--- src/rtl/pipeline_wb_capture_if.sv ---
// -----------------------------------------------------------------------------
// pipeline_wb_capture_if
// EXE/WB result bus, register read ports and trace drain port of the
// writeback capture block.
// Revision: 1.0
// -----------------------------------------------------------------------------
`default_nettype none

interface pipeline_wb_capture_if #(
  parameter int FIFO_DEPTH = 8,
  parameter int DATA_W     = 32
);
  localparam int c_CNT_W = $clog2(FIFO_DEPTH) + 1;

  logic                wb_valid;
  logic [4:0]          wb_rd;
  logic [DATA_W-1:0]   aluout_EXE_WB;
  logic [4:0]          rs1_addr;
  logic [DATA_W-1:0]   rs1_data;
  logic [4:0]          rs2_addr;
  logic [DATA_W-1:0]   rs2_data;
  logic                trc_valid;
  logic                trc_ready;
  logic [4:0]          trc_rd;
  logic [DATA_W-1:0]   trc_data;
  logic [c_CNT_W-1:0]  trc_count;
  logic                overflow;
  logic [DATA_W-1:0]   sig_out;

  modport master (
    output wb_valid, wb_rd, aluout_EXE_WB, rs1_addr, rs2_addr, trc_ready,
    input  rs1_data, rs2_data, trc_valid, trc_rd, trc_data, trc_count,
           overflow, sig_out
  );

  modport slave (
    input  wb_valid, wb_rd, aluout_EXE_WB, rs1_addr, rs2_addr, trc_ready,
    output rs1_data, rs2_data, trc_valid, trc_rd, trc_data, trc_count,
           overflow, sig_out
  );
endinterface

`default_nettype wire

--- src/rtl/pipeline_wb_capture.sv ---
// -----------------------------------------------------------------------------
// pipeline_wb_capture
// Commits EXE/WB results into a 32x32 register file with bypassed read ports
// and records every commit in a trace FIFO. Optional macro WB_SIGNATURE_EN
// enables a rotate-xor running signature of committed data on sig_out.
// Revision: 1.0
// -----------------------------------------------------------------------------
`default_nettype none

module pipeline_wb_capture #(
  parameter int FIFO_DEPTH = 8,
  parameter int DATA_W     = 32
) (
  input  wire logic            clk,
  input  wire logic            rst,
  pipeline_wb_capture_if.slave bus
);

  localparam int                 c_PTR_W = $clog2(FIFO_DEPTH);
  localparam int                 c_CNT_W = c_PTR_W + 1;
  localparam logic [c_CNT_W-1:0] c_DEPTH = c_CNT_W'(FIFO_DEPTH);

  logic [DATA_W-1:0]  r_regs      [32];
  logic [4:0]         r_fifo_rd   [FIFO_DEPTH];
  logic [DATA_W-1:0]  r_fifo_data [FIFO_DEPTH];
  logic [c_PTR_W-1:0] r_wr_ptr;
  logic [c_PTR_W-1:0] r_rd_ptr;
  logic [c_CNT_W-1:0] r_count;
  logic               r_overflow;

  logic w_commit;
  logic w_full;
  logic w_valid;
  logic w_pop;
  logic w_push;

  assign w_commit = bus.wb_valid && (bus.wb_rd != 5'd0);
  assign w_full   = (r_count == c_DEPTH);
  assign w_valid  = (r_count != '0);
  assign w_pop    = w_valid && bus.trc_ready;
  // A full FIFO still accepts a push when the head leaves in the same cycle.
  assign w_push   = w_commit && (!w_full || w_pop);

  // Register file; entry 0 is never written and never read.
  always_ff @(posedge clk or posedge rst) begin
    if (rst) begin
      for (int i = 0; i < 32; i++) begin
        r_regs[i] <= '0;
      end
    end else if (w_commit) begin
      r_regs[bus.wb_rd] <= bus.aluout_EXE_WB;
    end
  end

  assign bus.rs1_data = (bus.rs1_addr == 5'd0)                  ? '0 :
                        (w_commit && bus.wb_rd == bus.rs1_addr) ? bus.aluout_EXE_WB :
                                                                  r_regs[bus.rs1_addr];
  assign bus.rs2_data = (bus.rs2_addr == 5'd0)                  ? '0 :
                        (w_commit && bus.wb_rd == bus.rs2_addr) ? bus.aluout_EXE_WB :
                                                                  r_regs[bus.rs2_addr];

  // Trace storage carries no reset; validity is tracked by r_count alone.
  always_ff @(posedge clk) begin
    if (w_push) begin
      r_fifo_rd[r_wr_ptr]   <= bus.wb_rd;
      r_fifo_data[r_wr_ptr] <= bus.aluout_EXE_WB;
    end
  end

  always_ff @(posedge clk or posedge rst) begin
    if (rst) begin
      r_wr_ptr   <= '0;
      r_rd_ptr   <= '0;
      r_count    <= '0;
      r_overflow <= 1'b0;
    end else begin
      if (w_push) begin
        r_wr_ptr <= r_wr_ptr + c_PTR_W'(1);
      end
      if (w_pop) begin
        r_rd_ptr <= r_rd_ptr + c_PTR_W'(1);
      end
      case ({w_push, w_pop})
        2'b10:   r_count <= r_count + c_CNT_W'(1);
        2'b01:   r_count <= r_count - c_CNT_W'(1);
        default: r_count <= r_count;
      endcase
      if (w_commit && !w_push) begin
        r_overflow <= 1'b1;
      end
    end
  end

  assign bus.trc_valid = w_valid;
  assign bus.trc_rd    = r_fifo_rd[r_rd_ptr];
  assign bus.trc_data  = r_fifo_data[r_rd_ptr];
  assign bus.trc_count = r_count;
  assign bus.overflow  = r_overflow;

`ifdef WB_SIGNATURE_EN
  logic [DATA_W-1:0] r_sig;

  // Dropped commits still fold into the signature.
  always_ff @(posedge clk or posedge rst) begin
    if (rst) begin
      r_sig <= '0;
    end else if (w_commit) begin
      r_sig <= {r_sig[DATA_W-2:0], r_sig[DATA_W-1]} ^ bus.aluout_EXE_WB;
    end
  end

  assign bus.sig_out = r_sig;
`else
  assign bus.sig_out = '0;
`endif

endmodule

`default_nettype wire

--- src/flat_wrapper.sv ---
// flat-port wrapper written by rule: the top's interface ports become plain ports
module pipeline_wb_capture_flat 
#(
  parameter int FIFO_DEPTH = 8,
  parameter int DATA_W     = 32
)
  (clk, rst, bus_wb_valid, bus_wb_rd, bus_aluout_EXE_WB, bus_rs1_addr, bus_rs2_addr, bus_trc_ready, bus_rs1_data, bus_rs2_data, bus_trc_valid, bus_trc_rd, bus_trc_data, bus_trc_count, bus_overflow, bus_sig_out);
  pipeline_wb_capture_if #(.FIFO_DEPTH(FIFO_DEPTH), .DATA_W(DATA_W)) bus_i ();
  input  wire logic clk;
  input  wire logic rst;
  input wire logic [$bits(bus_i.wb_valid)-1:0] bus_wb_valid;
  input wire logic [$bits(bus_i.wb_rd)-1:0] bus_wb_rd;
  input wire logic [$bits(bus_i.aluout_EXE_WB)-1:0] bus_aluout_EXE_WB;
  input wire logic [$bits(bus_i.rs1_addr)-1:0] bus_rs1_addr;
  input wire logic [$bits(bus_i.rs2_addr)-1:0] bus_rs2_addr;
  input wire logic [$bits(bus_i.trc_ready)-1:0] bus_trc_ready;
  output wire logic [$bits(bus_i.rs1_data)-1:0] bus_rs1_data;
  output wire logic [$bits(bus_i.rs2_data)-1:0] bus_rs2_data;
  output wire logic [$bits(bus_i.trc_valid)-1:0] bus_trc_valid;
  output wire logic [$bits(bus_i.trc_rd)-1:0] bus_trc_rd;
  output wire logic [$bits(bus_i.trc_data)-1:0] bus_trc_data;
  output wire logic [$bits(bus_i.trc_count)-1:0] bus_trc_count;
  output wire logic [$bits(bus_i.overflow)-1:0] bus_overflow;
  output wire logic [$bits(bus_i.sig_out)-1:0] bus_sig_out;
  assign bus_i.wb_valid = bus_wb_valid;
  assign bus_i.wb_rd = bus_wb_rd;
  assign bus_i.aluout_EXE_WB = bus_aluout_EXE_WB;
  assign bus_i.rs1_addr = bus_rs1_addr;
  assign bus_i.rs2_addr = bus_rs2_addr;
  assign bus_i.trc_ready = bus_trc_ready;
  assign bus_rs1_data = bus_i.rs1_data;
  assign bus_rs2_data = bus_i.rs2_data;
  assign bus_trc_valid = bus_i.trc_valid;
  assign bus_trc_rd = bus_i.trc_rd;
  assign bus_trc_data = bus_i.trc_data;
  assign bus_trc_count = bus_i.trc_count;
  assign bus_overflow = bus_i.overflow;
  assign bus_sig_out = bus_i.sig_out;
  pipeline_wb_capture #(.FIFO_DEPTH(FIFO_DEPTH), .DATA_W(DATA_W)) u_core (.clk(clk), .rst(rst), .bus(bus_i));
endmodule
--- config.mk ---
export PLATFORM = sky130hd
export DESIGN_NAME = pipeline_wb_capture_flat
export DESIGN_NICKNAME = d
export VERILOG_FILES = /design/src/rtl/pipeline_wb_capture_if.sv /design/src/rtl/pipeline_wb_capture.sv /design/src/flat_wrapper.sv
export SDC_FILE = /design/constraint.sdc
export NUM_CORES = 2
export LEC_CHECK = 0
export ABC_CLOCK_PERIOD_IN_PS = 50600
export CAP_MARGIN = 30
export CORE_MARGIN = 2
export CORE_UTILIZATION = 35
export CTS_BUF_LIST = sky130_fd_sc_hd__clkbuf_8
export CTS_CLUSTER_SIZE = 20
export DETAILED_ROUTE_END_ITERATION = 16
export PLACE_DENSITY = 0.61
export SETUP_SLACK_MARGIN = 0.3
export SLEW_MARGIN = 10
export SYNTH_ARGS = -nofsm -noshare
export SYNTH_HDL_FRONTEND = slang
export SYNTH_SLANG_ARGS = --single-unit
--- constraint.sdc ---
create_clock -name clk -period 50.6 [get_ports clk]
set_input_delay 15.18 -clock clk [delete_from_list [all_inputs] [get_ports clk]]
set_output_delay 15.18 -clock clk [all_outputs]
set_load 0.01 [all_outputs]
==> summary.txt <==
Slew headroom -> 29.12%
Initial Utilization -> 35.16%
Gr usage total -> 22.60%
Worst path arrival time -> 20.14 ns
Final Setup Violations -> 0
Final GP Congestion -> 0.8416
Final ANT Viol Nets -> 0
Leakage power -> 31.26 nW
Clock sinks -> 1331
Dpl hpwl -> 128200 um
Grt met1 use -> 29.87%
Total negative setup slack -> 0 ns
Final Skew -> 0.08581 ns
Crit path launch type -> input pin
Mean area per synthesized cell -> 15.46 um^2
First-pass GRT wire length -> 322100 um
Die Height -> 443.4 um
DP Area -> 71290 um^2
WHS Path Cells -> 0
Routed WL per cell -> 31.53 um
Ys flop type -> dfrtp_1
Clock slew at reported path FFs -> 0.05 ns
Pre-antenna DRT Iters -> 7
Routed via count -> 42.87k
Max FO, Critical Path -> 57
Worst Min Path Start -> u_core.r_regs[1005]$_DFFE_PP0P_
Root buffer cell -> clkbuf_8
PortBufs -> 157
Final Slew Violations -> 0
CTS Buffer Depth -> 3
Max Cap Viol -> 0
Gr busiest metal -> met2
RR Endpoint -> u_core.bus.trc_count[3]$_DFFE_PP0P_
H-tree depth -> 4
Die Footprint -> 196600 um^2
Highest-count cells in the layout ignoring fill and taps -> 1078 x mux2_2, 1032 x dfrtp_1, 468 x mux4_2, 296 x edfxtp_1, 276 x clkbuf_8
1st-iter DRT viols -> 4275
Postcts setup bufs -> 0
Commonest non-fill, non-tap cell in the layout -> mux2_2
Fillcell total -> 17.78k
Hold Path Class -> flop to flop
Yosys reg bits -> 1331
Synthesis Warnings -> 0
Post-Layout Inst Area -> 75940 um^2
Hold Path End -> u_core.r_regs[1005]$_DFFE_PP0P_
Grt met3 use -> 4.723%
PwrDens -> 41.77 nW/um^2
Crit. End Element -> primary output
Share of layout cells above drive strength 1 -> 46.34%
Die X -> 443.4 um
Total gr overflow -> 0
Mapped cell area -> 67570 um^2
Number of flops mapped to enable cells by yosys -> 296
Cts hold-fix bufs -> 0
Final WL -> 225100 um
CTS tree -> done
Initial antenna violation count -> 9
Fmax -> 28.32 MHz
Endpoints failing hold -> 0
Seq/Total Area, Yosys -> 51.48%
R2R setup slack -> 48.08 ns
Max VDD drop -> 0.02991 mV
DRC Markers -> 0
Status -> finished clean
CP Class -> input pin to primary output
Vias in the first global route -> 43.57k
Clock latency on the worst-skew pair -> 1.00 ns
Nets@finish -> 4500
Post-Synthesis Cells -> 4372
Area growth syn-to-layout -> 12.37%
Period utilization -> 69.79%
Site Rows -> 161
Via density -> 6.007
R2R cell count -> 10
RSZ-0062 raised after global routing -> no
Ports -> 190
Core ar. -> 192200 um^2
Worst slew pin tran -> 1.063 ns
CTS resizes -> 0
Distinct cells, synth -> 71
Routing usage on met2 -> 35.27%
FFs w/ async S/R, synth -> 77.76%
Post-layout min period -> 35.32 ns
Required @ worst endpoint -> 35.42 ns
Largest net degree at the start of global routing -> 164
Reg-to-Reg Start -> u_core.bus.trc_count[0]$_DFFE_PP0P_
CTS Buf Count -> 212
==> metrics by stage <==
| step | std cells | hold slack, ns | setup WS (ns) | util [%] | power [mW] |
|---|---|---|---|---|---|
| after global placement | 6744 | 0.3763 | 15.25 | 37.04 | 2.200 |
| after floorplan | 4403 | 0.4413 | 6.292 | - | 1.953 |
| after global routing | 7132 | 0.4101 | 15.31 | 39.51 | 3.309 |
| after detailed placement | 6749 | 0.3833 | 15.39 | 37.09 | 2.220 |
| after CTS | 7124 | 0.3967 | 15.40 | 39.41 | 3.188 |
| final | 7137 | 0.3910 | 15.28 | 39.51 | 3.172 |
==> cells in the mapped netlist, drive strengths merged (12+ instances only) <==
cell type	n	area share (%)
buf	274	2.8
a211oi	41	0.46
clkbuf	214	1.2
o21ai	46	0.35
nor3	70	0.57
a21oi	37	0.27
nor2	124	0.69
a211o	14	0.18
mux2i	168	2.5
nand2	50	0.28
nand2b	19	0.18
mux4	481	16
dfrtp	1035	38
mux2	1108	19
xnor2	13	0.17
edfxtp	296	13
a22oi	22	0.24
nor4	44	0.43
nor3b	12	0.13
o22ai	128	1.2
a221oi	45	0.65
nor2b	24	0.22
a221o	22	0.33
==> power by group <==
| group | switching, mW | internal, mW | total, mW |
|---|---|---|---|
| registers | 0.135 | 1.29 | 1.43 |
| clock network | 0.462 | 0.502 | 0.964 |
| logic | 0.341 | 0.438 | 0.778 |
| total | 0.938 | 2.23 | 3.17 |
==> kinds of logic (layout without fill, tap and decap cells) <==
logic type      after synthesis  after routing  share of synthesized area (%)
fa+ha+maj                     5              5                         0.1037
other cells                   1             38                       0.005549
compound gates              385            385                          4.079
simple gates                379            379                          2.857
mux                        1757           1757                          37.22
xor+xnor                     17             17                         0.2203
buf+inv                     497            699                          4.031
flops                      1331           1331                          51.48
==> state kept, by name, summed over array words and instances (netlist names) <==
signal and count:
u_core.r_fifo_data 256, u_core.r_fifo_rd 40, u_core.bus.overflow 1, u_core.bus.trc_count 4, u_core.r_regs 1024, u_core.r_wr_ptr 3
u_core.r_rd_ptr 3
==> cell type report <==
class	instances	area [um^2]	share of cell area (%)
Sequential cell	1331	34800	45.82
Tap cell	2526	3161	4.162
Inverter	9	41.29	0.05437
Multi-Input combinational cell	2575	30430	40.07
Antenna cell	6	15.01	0.01977
Clock buffer	274	3771	4.966
Clock inverter	101	678.2	0.8931
Timing Repair Buffer	315	3042	4.006
==> metal layers <==
layer	vias up	wire length, um
met5	-	46
met2	2009	104900
met3	493	17030
li1	17130	-
met1	23230	91920
met4	6	11150
==> worst max path at each step <==
stage                                from                         endpoint  slack (ns)
after global routing      bus_rs2_addr[1]                 bus_rs2_data[10]       15.31
final                     bus_rs2_addr[1]                 bus_rs2_data[20]       15.28
after floorplan                       rst  u_core.bus.overflow$_DFFE_PP0P_        6.29
after CTS                 bus_rs2_addr[1]                  bus_rs2_data[9]       15.40
after detailed placement  bus_rs2_addr[1]                  bus_rs2_data[9]       15.39
after global placement    bus_rs2_addr[1]                  bus_rs2_data[9]       15.25
==> critical path, cell delays in order <==
cell and delay, ns:
clkbuf_8 0.51, buf_4 0.71, buf_4 0.51, nand2b_2 0.72, buf_4 0.46, o22ai_1 0.16
nor4_1 0.19, nor3_1 0.16, a21oi_1 0.74, clkdlybuf4s50_1 0.69
Note: power is estimated with default switching activity, not from simulation.
